==> src/rtl/binary_frame_reader_if.sv <==
// Byte stream from binary_frame_reader toward the serial/host link.
// The master drives oByte/oValid; the sink drives iReady.
interface binary_frame_reader_if;
  logic [7:0] oByte;
  logic       oValid;
  logic       iReady;

  modport master (output oByte, output oValid, input iReady);
  modport slave  (input oByte, input oValid, output iReady);
endinterface

==> src/rtl/binary_frame_reader.sv <==
// Streams the 1-bit result memory from START_POS to END_POS as MSB-first packed bytes.
// Optional FRAME_HEADER_EN: emits a 8'hA5 header byte before the pixel bytes of each frame.
module binary_frame_reader #(
  parameter int WIDTH_BITS  = 8,
  parameter int HEIGHT_BITS = 8,
  parameter int WIDTH       = 2**WIDTH_BITS,
  parameter int HEIGHT      = 2**HEIGHT_BITS,
  parameter int START_POS   = 0,
  parameter int END_POS     = WIDTH*HEIGHT-1
) (
  input  logic                   clock,
  input  logic                   not_reset,
  input  logic                   start,
  output logic [WIDTH_BITS-1:0]  oResultCol,
  output logic [HEIGHT_BITS-1:0] oResultRow,
  input  logic                   iResultData,
  output logic                   busy,
  output logic                   finished,
  binary_frame_reader_if.master  stream
);
  localparam int PW = WIDTH_BITS + HEIGHT_BITS;
  localparam logic [PW-1:0] START_P = PW'(START_POS);
  localparam logic [PW-1:0] END_P   = PW'(END_POS);

  typedef enum logic [2:0] {
    IDLE, FETCH, CAPTURE, SEND, DONE
`ifdef FRAME_HEADER_EN
    , HEADER
`endif
  } state_t;

  state_t        state_q, state_d;
  logic [PW-1:0] pos_q, pos_d;
  logic [7:0]    shift_q, shift_d;
  logic [3:0]    bitcnt_q, bitcnt_d;
  logic [7:0]    byte_q, byte_d;
  logic          valid_q, valid_d;

  logic [7:0]    sh_n;
  logic [3:0]    cnt_n;
  logic          hs;
  logic          last_pos;

  assign sh_n     = {shift_q[6:0], iResultData};
  assign cnt_n    = bitcnt_q + 4'd1;
  assign hs       = valid_q && stream.iReady;
  assign last_pos = (pos_q == END_P);

  always_comb begin
    state_d  = state_q;
    pos_d    = pos_q;
    shift_d  = shift_q;
    bitcnt_d = bitcnt_q;
    byte_d   = byte_q;
    valid_d  = valid_q;
    case (state_q)
      IDLE, DONE: begin
        if (start) begin
          pos_d    = START_P;
          shift_d  = '0;
          bitcnt_d = '0;
`ifdef FRAME_HEADER_EN
          byte_d   = 8'hA5;
          valid_d  = 1'b1;
          state_d  = HEADER;
`else
          state_d  = FETCH;
`endif
        end
      end
      FETCH: state_d = CAPTURE;
      CAPTURE: begin
        shift_d  = sh_n;
        bitcnt_d = cnt_n;
        if (bitcnt_q == 4'd7 || last_pos) begin
          // Left-align a short final byte; a full byte shifts by zero.
          byte_d  = sh_n << (4'd8 - cnt_n);
          valid_d = 1'b1;
          state_d = SEND;
        end else begin
          pos_d   = pos_q + 1'b1;
          state_d = FETCH;
        end
      end
      SEND: begin
        if (hs) begin
          valid_d  = 1'b0;
          shift_d  = '0;
          bitcnt_d = '0;
          if (last_pos) begin
            state_d = DONE;
          end else begin
            pos_d   = pos_q + 1'b1;
            state_d = FETCH;
          end
        end
      end
`ifdef FRAME_HEADER_EN
      HEADER: begin
        if (hs) begin
          valid_d = 1'b0;
          state_d = FETCH;
        end
      end
`endif
      default: state_d = IDLE;
    endcase
  end

  always_ff @(posedge clock) begin
    if (!not_reset) begin
      state_q  <= IDLE;
      pos_q    <= START_P;
      shift_q  <= '0;
      bitcnt_q <= '0;
      byte_q   <= '0;
      valid_q  <= 1'b0;
    end else begin
      state_q  <= state_d;
      pos_q    <= pos_d;
      shift_q  <= shift_d;
      bitcnt_q <= bitcnt_d;
      byte_q   <= byte_d;
      valid_q  <= valid_d;
    end
  end

  assign oResultCol    = pos_q[WIDTH_BITS-1:0];
  assign oResultRow    = pos_q[PW-1:WIDTH_BITS];
  assign stream.oByte  = byte_q;
  assign stream.oValid = valid_q;
  assign busy          = (state_q != IDLE) && (state_q != DONE);
  assign finished      = (state_q == DONE);
endmodule

==> src/flat_wrapper.sv <==
// flat-port wrapper written by rule: the top's interface ports become plain ports
module binary_frame_reader_flat 
#(
  parameter int WIDTH_BITS  = 8,
  parameter int HEIGHT_BITS = 8,
  parameter int WIDTH       = 2**WIDTH_BITS,
  parameter int HEIGHT      = 2**HEIGHT_BITS,
  parameter int START_POS   = 0,
  parameter int END_POS     = WIDTH*HEIGHT-1
)
  (clock, not_reset, start, oResultCol, oResultRow, iResultData, busy, finished, stream_oByte, stream_oValid, stream_iReady);
  binary_frame_reader_if stream_i ();
  input  logic clock;
  input  logic not_reset;
  input  logic start;
  output logic [WIDTH_BITS-1:0] oResultCol;
  output logic [HEIGHT_BITS-1:0] oResultRow;
  input  logic iResultData;
  output logic busy;
  output logic finished;
  output wire logic [$bits(stream_i.oByte)-1:0] stream_oByte;
  output wire logic [$bits(stream_i.oValid)-1:0] stream_oValid;
  input wire logic [$bits(stream_i.iReady)-1:0] stream_iReady;
  assign stream_oByte = stream_i.oByte;
  assign stream_oValid = stream_i.oValid;
  assign stream_i.iReady = stream_iReady;
  binary_frame_reader #(.WIDTH_BITS(WIDTH_BITS), .HEIGHT_BITS(HEIGHT_BITS), .WIDTH(WIDTH), .HEIGHT(HEIGHT), .START_POS(START_POS), .END_POS(END_POS)) u_core (.clock(clock), .not_reset(not_reset), .start(start), .oResultCol(oResultCol), .oResultRow(oResultRow), .iResultData(iResultData), .busy(busy), .finished(finished), .stream(stream_i));
endmodule
==> config.mk <==
export PLATFORM = sky130hd
export DESIGN_NAME = binary_frame_reader_flat
export DESIGN_NICKNAME = d
export VERILOG_FILES = /design/src/rtl/binary_frame_reader_if.sv /design/src/rtl/binary_frame_reader.sv /design/src/flat_wrapper.sv
export SDC_FILE = /design/constraint.sdc
export NUM_CORES = 1
export LEC_CHECK = 0
export ABC_AREA = 0
export CAP_MARGIN = 10
export CORE_MARGIN = 1.5
export CORE_UTILIZATION = 38
export CTS_BUF_LIST = sky130_fd_sc_hd__clkbuf_4 sky130_fd_sc_hd__clkbuf_8 sky130_fd_sc_hd__clkbuf_16
export CTS_CLUSTER_SIZE = 12
export DETAILED_ROUTE_END_ITERATION = 12
export PLACE_DENSITY = 0.68
export SYNTH_ARGS = -nofsm -noshare
export SYNTH_HDL_FRONTEND = slang
export SYNTH_SLANG_ARGS = --single-unit
==> constraint.sdc <==
create_clock -name clock -period 5.85 [get_ports clock]
set_input_delay 1.17 -clock clock [delete_from_list [all_inputs] [get_ports clock]]
set_output_delay 1.17 -clock clock [all_outputs]
set_load 0.03 [all_outputs]
# Word level (Yosys, flattened, before mapping)
# Index checks and enable logic that the tools add are counted.
# word_totals
regBits	39
out_inout_bits	27
# classes
n_addsub	3
n_eq_ne	12
n_shift	1
n_mux	19
n_reduce_logical	13
# ops
operator	count
2-to-1 mux 16 bit	4
case mux 16 bit (3 select lines)	1
case mux 7 bit (3 select lines)	1
adder 16 x 1 -> 16 bit, second input constant	1
equality test 16 bit, second input constant	1
2-to-1 mux 7 bit	2
case mux 3 bit (4 select lines)	1
case mux 4 bit (3 select lines)	1
2-to-1 mux 3 bit	3
2-to-1 mux 4 bit	2
left shift 8 x 4 -> 8 bit	1
equality test 3 x 2 -> 1 bit, second input constant	2
inequality test 2 bit, second input constant	3
AND reduction 3 bit	2
nonzero test 3 bit	2
AND reduction 5 bit	1
adder 4 x 1 -> 4 bit, second input constant	1
equality test 4 x 3 -> 1 bit, second input constant	1
inequality test 2 x 1 -> 1 bit, second input constant	2
AND reduction 2 bit	2
subtractor 4 bit, first input constant	1
equality test 3 x 1 -> 1 bit, second input constant	1
equality test 3 bit, second input constant	1
logical NOT 3 bit	1
8 further kinds	10

# Longest topological paths before layout
# Gate-level depths: netlist of the first run.
# depth
word_depth	4
depth_mapped	8
ltp_nobuf	6

# Worst setup path before layout of the first run
# Ideal clock, no wire load.
# synth_timing
path_type	input to register
from	input port stream_iReady
to	register u_core.pos_q[15]
setup_ps	71
t_arrival_ps	2362
required_ps	5779
slack_ps	3417
path_stages	5
n_path_buf	0
cell_sequence	a21boi_0 a2bb2oi_1 a211o_2 or4_1 a21oi_1
# synth_via
elab_chain_cells	3
# synth_rtl
element	line_no	text
start: declaration	flat_wrapper.sv:23	input wire logic [$bits(stream_i.iReady)-1:0] stream_iReady;
logical AND 1 bit	binary_frame_reader.sv:46	assign hs = valid_q && stream.iReady;
inequality test 2 x 1 -> 1 bit (no source line)	-	
AND reduction 5 bit (no source line)	-	
end signal: assignment	binary_frame_reader.sv:120	pos_q <= pos_d;
end: declaration	binary_frame_reader.sv:33	logic [PW-1:0] pos_q, pos_d;
# No other way between the ends.
# A chain may end at the register's enable or synchronous reset.

==> impl.org, run 1 <==
** Finish
- Post-route cell area :: 2550 µm²
- Relative to the synthesized area, the layout overhead comes to 19.7%.
- The number of antenna diodes in the final layout is 0.
- At the end of the flow the core is filled with cells to 46.6%.
- Number of fillers in the final layout :: 556
- Cells with a size suffix above 1 make up 7.95% of the layout.
- Non-filler instance count after layout :: 336
- Final #Nets :: 270

** Yosys
- Top cell type's share of synthesized area :: 36.7%
- Combinational family with the most area after synthesis :: simple AND/OR/NAND/NOR gates
- The number of different library cells used by synthesis comes to 48.
- By area the synthesized netlist is led by dfxtp_1, mux4_2, nor2b_1, nand2_1, o21ai_0.
- Adder and majority gate portion of the synthesized area :: 1.18%
- The commonest cells after synthesis are dfxtp_1, nand2_1, nor2_1.
- The largest total area in the synthesized netlist belongs to dfxtp_1.
- After synthesis, the share of flip-flops with an asynchronous set or reset is 0%.
- The synthesized design contains 0 enable-type register cells.
- Portion of netlist area occupied by mux cells :: 6.70%
- Summing the sequential cell areas from Yosys gives 36.7% of the chip area.
- Synth Cell Area :: 2130 µm²
- Simple logic cell fraction of the synthesized area :: 25.1%
- Avg Synthesized Cell Area :: 8.87 µm²
- Cells after Synth :: 240
- Synth warn :: 0
- Summing the areas of all compound-gate instances in the mapped netlist gives 23.5% of the synthesized area.
- Most common cell in the netlist :: dfxtp_1
- Register bit count reported by yosys :: 39
- Top_reg_cell synth :: dfxtp_1
- Net count of the mapped netlist :: 247
- Xor/xnor cell area share of the yosys netlist :: 1.65%

** Timing
- Setup WS post-layout :: 2.83 ns
- Count of pins over their slew limit :: 0
- Total negative setup slack :: 0 ns
- Of the available clock period, the critical path in the final layout requires 51.7%.
- Setup violations remaining at the end of the flow were counted as 0.
- Setup repair after global routing missed its margin :: false
- Static timing analysis puts the maximum clock frequency at 331 MHz.
- Min Clock Period, post-route :: 3.02 ns
- Worst-case hold slack :: 0.470 ns
- For the pin with the worst max-slew slack, the measured transition is 0.861 ns.
- The clock arrives with 0.00987 ns of skew.
- In this run the tightest slew margin relative to its limit is 42.1%.
- The number of hold-slack violations in the final timing report is 0.

** Clocking
- Clock tree synthesis found a total of 39 sinks.
- Counting along the longest clock path gives a buffer depth of 2.
- After clock tree synthesis, the setup repair step added 0 buffers.
- Clock Root Buffer :: clkbuf_8
- Post-CTS repair changed the size of 0 cells.
- Total number of H-tree levels :: 2
- Clock Pin Slew Worst Setup and Hold Paths :: 0.08 ns
- After clock tree synthesis, the flow added hold-fix buffers numbering 0.
- Number of CTS-inserted buffers :: 5
- Clock latency at the later pin of the worst-skew pair :: 0.29 ns
- TritonCTS built the clock tree.

** Global route
- Maximum number of pins on one net before global-route repair :: 28
- Wire length of the first global-routing pass :: 7.98 mm
- Global routing finished with a remaining overflow of 0.
- The number of global-route vias before repair came to 1764.
- The number of antenna violations at the first check in global routing was 0.
- In the global route stage, overall resource usage came out at 16.1%.

** Setup path
- The worst setup path is launched from an input port.
- For the worst setup path, the data required time is 6.09 ns.
- Data arrival time at the worst-slack endpoint :: 3.27 ns
- The worst setup path is of the in2reg kind.
- Crit path from :: not_reset
- Origin of the critical flop-to-flop path :: u_core.pos_q[0]
- Worst-case register-to-register setup slack :: 3.48 ns
- Along the worst path, the maximum fanout reaches 27.
- Largest delay contributor family on the critical path :: simple AND/OR/NAND/NOR gates
- The worst setup path is captured at a flop.
- Worst path slowest cell :: clkdlybuf4s50_1
- Walking the worst path, the cells encountered are clkdlybuf4s50_1 -> nand2_1 -> or4_1 -> nand2_1.
- Capturing point of the worst reg2reg path :: u_core.pos_q[3]
- Most repeated library cell on the critical path :: nand2_1
- In this design, the stage delay of the slowest critical-path cell is 0.99 ns.
- Counting cells, the worst reg-to-reg path comes to 6.
- Total buffers and inverters traversed by the critical path :: 1

** Power
- For this design the total switching power over the nets is 136 µW.
- Internal Dissipation :: 390 µW
- Leak pwr :: 0.799 nW
- Part of the total power dissipated in combinational logic :: 10.3%
- Total power for the finished layout comes to 526 µW.
- The worst-case IR drop observed on VDD is 122 µV.
- Power density over cell area :: 206 nW/µm²
- In this run, the clock network consumes 37.9% of the power.
- Registers are responsible for 51.8% of the overall power.
- In this run switching power makes up 25.9% of total power.

** Worst hold path
- The worst hold path belongs to the class reg2reg.
- Startpoint of the lowest-slack hold path :: u_core.stream.oByte[5]
- Cells on Worst Hold Path :: 1
- Worst hold endpoint :: u_core.stream.oByte[5]

** Placed design
- After detailed placement, the design holds a cell count of 328.
- Gpl congestion :: 0.762
- HPWL Detailed :: 3.24 mm
- Port Buffer Count :: 31
- DP Area :: 2450 µm²
- Pre-CTS setup slack :: 2.53 ns

** Routing
- For this run, the detailed router's first-pass iteration total came to 4.
- Vias post-DR :: 1876
- In the routed layout, each cell is associated on average with a via count of 5.58.
- Average wire per standard cell :: 13.9 µm
- After detailed routing, the total wire length is 4.69 mm.
- Number of DRC violations after detailed routing :: 0
- Count of nets left with antenna violations after detail routing :: 0
- After the first detailed-routing iteration, the DRC count stood at 123.

** Floorplanning
- Number of standard-cell rows in the floorplan :: 27
- Die height :: 77.9 µm
- IO Pins :: 32
- Once the floorplan was initialized, standard cells occupied 38.9% of the core.
- The floorplan step defined a core boundary enclosing 5470 µm².
- The die covers 6060 µm².
- Die X :: 77.9 µm

** Status
- Result of the run :: completed

** Flow run
- Number of violations of the max-capacitance limit :: 0
-- layout make-up --
cell class / instances / area, µm² / area share [%]
inverter: 6 / 22.5 / 0.884
multi-input combinational: 179 / 1240 / 48.6
timing repair buffer: 32 / 318 / 12.5
clock inverter: 1 / 8.76 / 0.344
sequential: 39 / 781 / 30.6
clock buffer: 7 / 90.1 / 3.53
tap: 72 / 90.1 / 3.53
-- power groups by stage --
stage | clock network [mW] | registers [mW] | logic [mW]
floorplan | 0 | 0.278 | 0.0416
global placement | 0 | 0.279 | 0.0537
detailed placement | 0 | 0.279 | 0.0541
CTS | 0.205 | 0.272 | 0.0544
global route | 0.214 | 0.273 | 0.0601
finish | 0.199 | 0.273 | 0.0543
-- how the worst max path moves through the flow --
stage | slack, ns | depth (start not counted) | endpoint
floorplan | 3.42 | 5 | u_core.pos_q[15]
global placement | 2.55 | 4 | u_core.pos_q[8]
detailed placement | 2.53 | 4 | u_core.pos_q[8]
CTS | 2.83 | 4 | u_core.pos_q[8]
global route | 2.62 | 4 | u_core.pos_q[8]
finish | 2.83 | 4 | u_core.pos_q[8]
-- state kept, by name, summed over array words and instances (netlist names) --
register              count
u_core.stream.oValid      1
u_core.bitcnt_q           4
u_core.pos_q             16
u_core.shift_q            7
u_core.state_q            3
u_core.stream.oByte       8
-- cells in the final DEF (no fill, tap or decap), drive strengths merged, types with 5 or more instances in the layout --
cell type / count
dfxtp: 39
clkdlybuf4s50: 31
nand2: 20
nor2: 16
o21ai: 14
nor2b: 13
a21oi: 13
a22oi: 9
and3: 8
nand3: 7
or4: 7
clkbuf: 7
inv: 6
o2bb2ai: 5
mux4: 5
nand4: 5
-- logic make-up (layout without fill, tap and decap cells) --
group	count (synthesis)	after routing
xor gates and xnor gates	4	4
AOI/OAI and AO/OA	70	70
buffers and inverters	22	46
muxes	8	8
adders and majority gates	2	2
DFF	39	39
and+or+nand+nor	95	95
-- layer usage --
| metal | up-vias | GRT usage (%) | routed length, µm |
|---|---|---|---|
| met3 | 7 | 3.65 | 217 |
| met2 | 51 | 26.7 | 2140 |
| li1 | 937 | - | - |
| met5 | - | 0 | 0 |
| met4 | 0 | 5.45 | 57 |
| met1 | 881 | 20.6 | 2270 |
Note: power is estimated with default switching activity, not from simulation.
==> inputs of run 2 (changes only) <==
PLACE_DENSITY = 0.71   (was 0.68)
clock period = 2.6 ns   (was 5.85 ns; I/O delays follow)
==> run 2 against run 1 <==
  * Hold slack lost 0.0050 ns
  * Via count grew 1.4%
  * Clock power grew to 2.6 times the previous value
  * Combinational power grew 140%
  * Critical path type is now reg2out
  * Largest cell class unchanged
  * Largest power group unchanged
==> impl.org, run 2 (synthesized netlist as in run 1, its figures left out) <==
** Status
- Result of the run :: completed (unchanged)

** Timing
- Skew final :: 0.0103 ns (was 0.00987 ns)
- The worst path uses 88.1% of the clock period.
- Based on the critical path, the design can be clocked at up to 437 MHz.
- Count of pins over their slew limit :: 0 (unchanged)
- Min Clock Period, post-route :: 2.29 ns
- Setup WS post-layout :: 0.309 ns (was 2.83 ns)
- Worst-Margin Slew :: 0.608 ns (was 0.861 ns)
- Setup repair after global routing missed its margin: false (unchanged).
- The final sum of negative setup slack is 0 ns (unchanged).
- Worst slew margin :: 58.5% (was 42.1%)
- The number of hold-slack violations in the final timing report is 0 (unchanged).
- The count of endpoints failing setup in the final report was 0 (unchanged).

** Routing
- Via density :: 5.58 (about the same)
- Vias post-DR :: 1902 (was 1876)
- Detailed Route WL :: 4.58 mm (was 4.69 mm)
- The remaining number of nets flagged by the antenna check after routing is 0 (unchanged).
- The initial detailed-routing violation count is 99 (was 123).
- Average wire per standard cell :: 13.4 µm (was 13.9 µm)
- The number of search-and-repair iterations in the first detailed-routing pass is 4 (unchanged).
- Number of DRC violations after detailed routing :: 0 (unchanged)

** Global route
- The maximum number of pins on one net before global-route repair is 24 (was 28).
- The first-pass GRT wire length was 7.77 mm (was 7.98 mm).
- Global Route Usage Sum :: 15.7% (was 16.1%)
- Vias in the first global route :: 1720 (was 1764)
- Grt ovf :: 0 (unchanged)
- Antenna violations before repair :: 0 (unchanged)

** Floorplanning
- Number of standard-cell rows in the floorplan :: 27 (unchanged)
- Initial Util :: 38.9% (unchanged)
- The number of placed I/O pins came to 32 (unchanged).
- Die X :: 77.9 µm (unchanged)
- The placeable core region was 5470 µm² (unchanged).
- The die outline area is 6060 µm² (unchanged).
- Die height :: 77.9 µm (unchanged)

** Worst hold path
- The worst min-delay path startpoint was u_core.stream.oByte[0] (was u_core.stream.oByte[5]).
- Type of the tightest min-delay check :: reg2reg (unchanged)

** Finish
- Share of layout cells above drive strength 1 :: 9.67% (was 7.95%)
- The most common cell after layout, fill and taps aside is dfxtp_1 (unchanged).
- Max reg flops :: 16 (unchanged)
- Diode count :: 0 (unchanged)
- The final-stage net count came to 275 (was 270).
- Most frequent cells in the layout: dfxtp_1, clkdlybuf4s50_1, nand2_1, nor2_1, o21ai_0 (unchanged).
- The post-synthesis to final-layout area growth came to 22.1% (was 19.7%).
- Register with the most flip-flops :: u_core.pos_q (unchanged)

** Setup path
- The worst path required time is 2.08 ns (was 6.09 ns).
- The critical-path cell with the highest stage delay was clkdlybuf4s50_1 (unchanged).
- Ordered cell list for the critical path :: nor2_1 -> and2_1 -> clkdlybuf4s50_1 (was clkdlybuf4s50_1 -> nand2_1 -> or4_1 -> nand2_1)
- The source of the worst register-to-register timing path is u_core.pos_q[0] (unchanged).
- Crit path from :: u_core.state_q[0] (was not_reset)
- Classification of the worst setup path :: reg2out (was in2reg)
- Worst-path fanout max :: 9 (was 27)
- Data arrival time at the worst-slack endpoint :: 1.77 ns (was 3.27 ns)
- CP endpoint kind :: output pin (was flop)
- Delay of the slowest cell on the worst path :: 0.67 ns (was 0.99 ns)
- The nature of the critical path startpoint was a flop (was input port).

** Clocking
- The number of buffers added by the clock tree synthesis step is 5 (unchanged).
- Clock Root Buffer :: clkbuf_8 (unchanged)
- Post-CTS Repair Setup Buffers :: 0 (unchanged)
- The TritonCTS clock tree is done (unchanged).
- Clock Tree Buf Depth :: 2 (unchanged)
- The number of clock sinks seen by CTS was 39 (unchanged).
- The number of resized instances in the post-cts repair step was 0 (unchanged).
- The count of hold buffers inserted by post-cts repair is 0 (unchanged).
- The maximum level of the CTS H-tree is 2 (unchanged).
- The worst-skew pair later-pin latency was 0.29 ns (about the same).
- The clock transition at the register clock pins on the worst setup and hold paths after CTS is 0.08 ns (about the same).

** Power
- The switching share of power was 25.1% (was 25.9%).
- The share of total power in combinational logic came to 10.5% (was 10.3%).
- Internal Dissipation :: 940 µW (was 390 µW)
- Power density over cell area :: 482 nW/µm² (was 206 nW/µm²)
- The standby leakage power was 0.830 nW (was 0.799 nW).
- The total net switching power came to 314 µW (was 136 µW).
- Clock group share of total power :: 40.8% (was 37.9%)
- The share of total power in sequential cells is 48.7% (was 51.8%).
- The worst vdd rail ir drop is 447 µV (was 122 µV).

** Placed design
- Gpl congestion :: 0.792 (was 0.762)
- HPWL Detailed :: 3.26 mm (was 3.24 mm)
- Pre-CTS setup slack :: 0.122 ns (was 2.53 ns)
- Port Buffer Count :: 31 (unchanged)

** Flow run
- The count of maximum capacitance violations was 0 (unchanged).
[run 2: through the flow]
step / utilization [%] / std cells / area (µm²) / power [mW] / hold WS (ns)
finish: 47.5 / 341 / 2600 / 1.25 / 0.465
global route: 47.5 / 341 / 2600 / 1.30 / 0.495
CTS: 47.5 / 341 / 2600 / 1.26 / 0.471
detailed placement: 45.5 / 333 / 2490 / 0.756 / 0.445
global placement: 45.5 / 333 / 2490 / 0.754 / 0.447
floorplan: - / 240 / 2130 / 0.720 / 0.496
[run 2: area by class of cell]
class,instances,area [µm²]
well taps,72,90.1
repair buffers,37,355
clock inverters,3,43.8
flip-flops and latches,39,781
clock buffers,5,68.8
multi-input cells,179,1240
fillers,539,2870
inverters,6,22.5
[run 2: worst paths after layout]
| check | cells after the start | endpoint | slack [ns] |
|---|---|---|---|
| max | 3 | finished | 0.31 |
| min | 1 | u_core.stream.oByte[0] | 0.46 |
| max reg2reg | 6 | u_core.stream.oByte[2] | 0.46 |
| min reg2reg | 1 | u_core.stream.oByte[0] | 0.46 |
[run 2: power groups by stage]
stage / logic, mW / clock network [mW] / registers [mW]
6_report: 0.132 / 0.512 / 0.611
3_5_place_dp: 0.131 / 0 / 0.625
4_1_cts: 0.132 / 0.520 / 0.611
2_1_floorplan: 0.0937 / 0 / 0.626
3_3_place_gp: 0.129 / 0 / 0.625
5_1_grt: 0.145 / 0.539 / 0.612
[run 2: critical path, delay by kind of cell, from the launching register on]
family        cells  cell delay [ns]
buf+inv           1             0.67
flops             1             0.40
simple gates      2             0.42
[run 2: metal layers]
metal	GRT usage (%)	up-vias	wire, µm
met3	3.76	5	219
met2	23.8	46	1990
met5	0	-	0
met1	21.5	899	2310
met4	5.45	0	57
li1	-	952	-
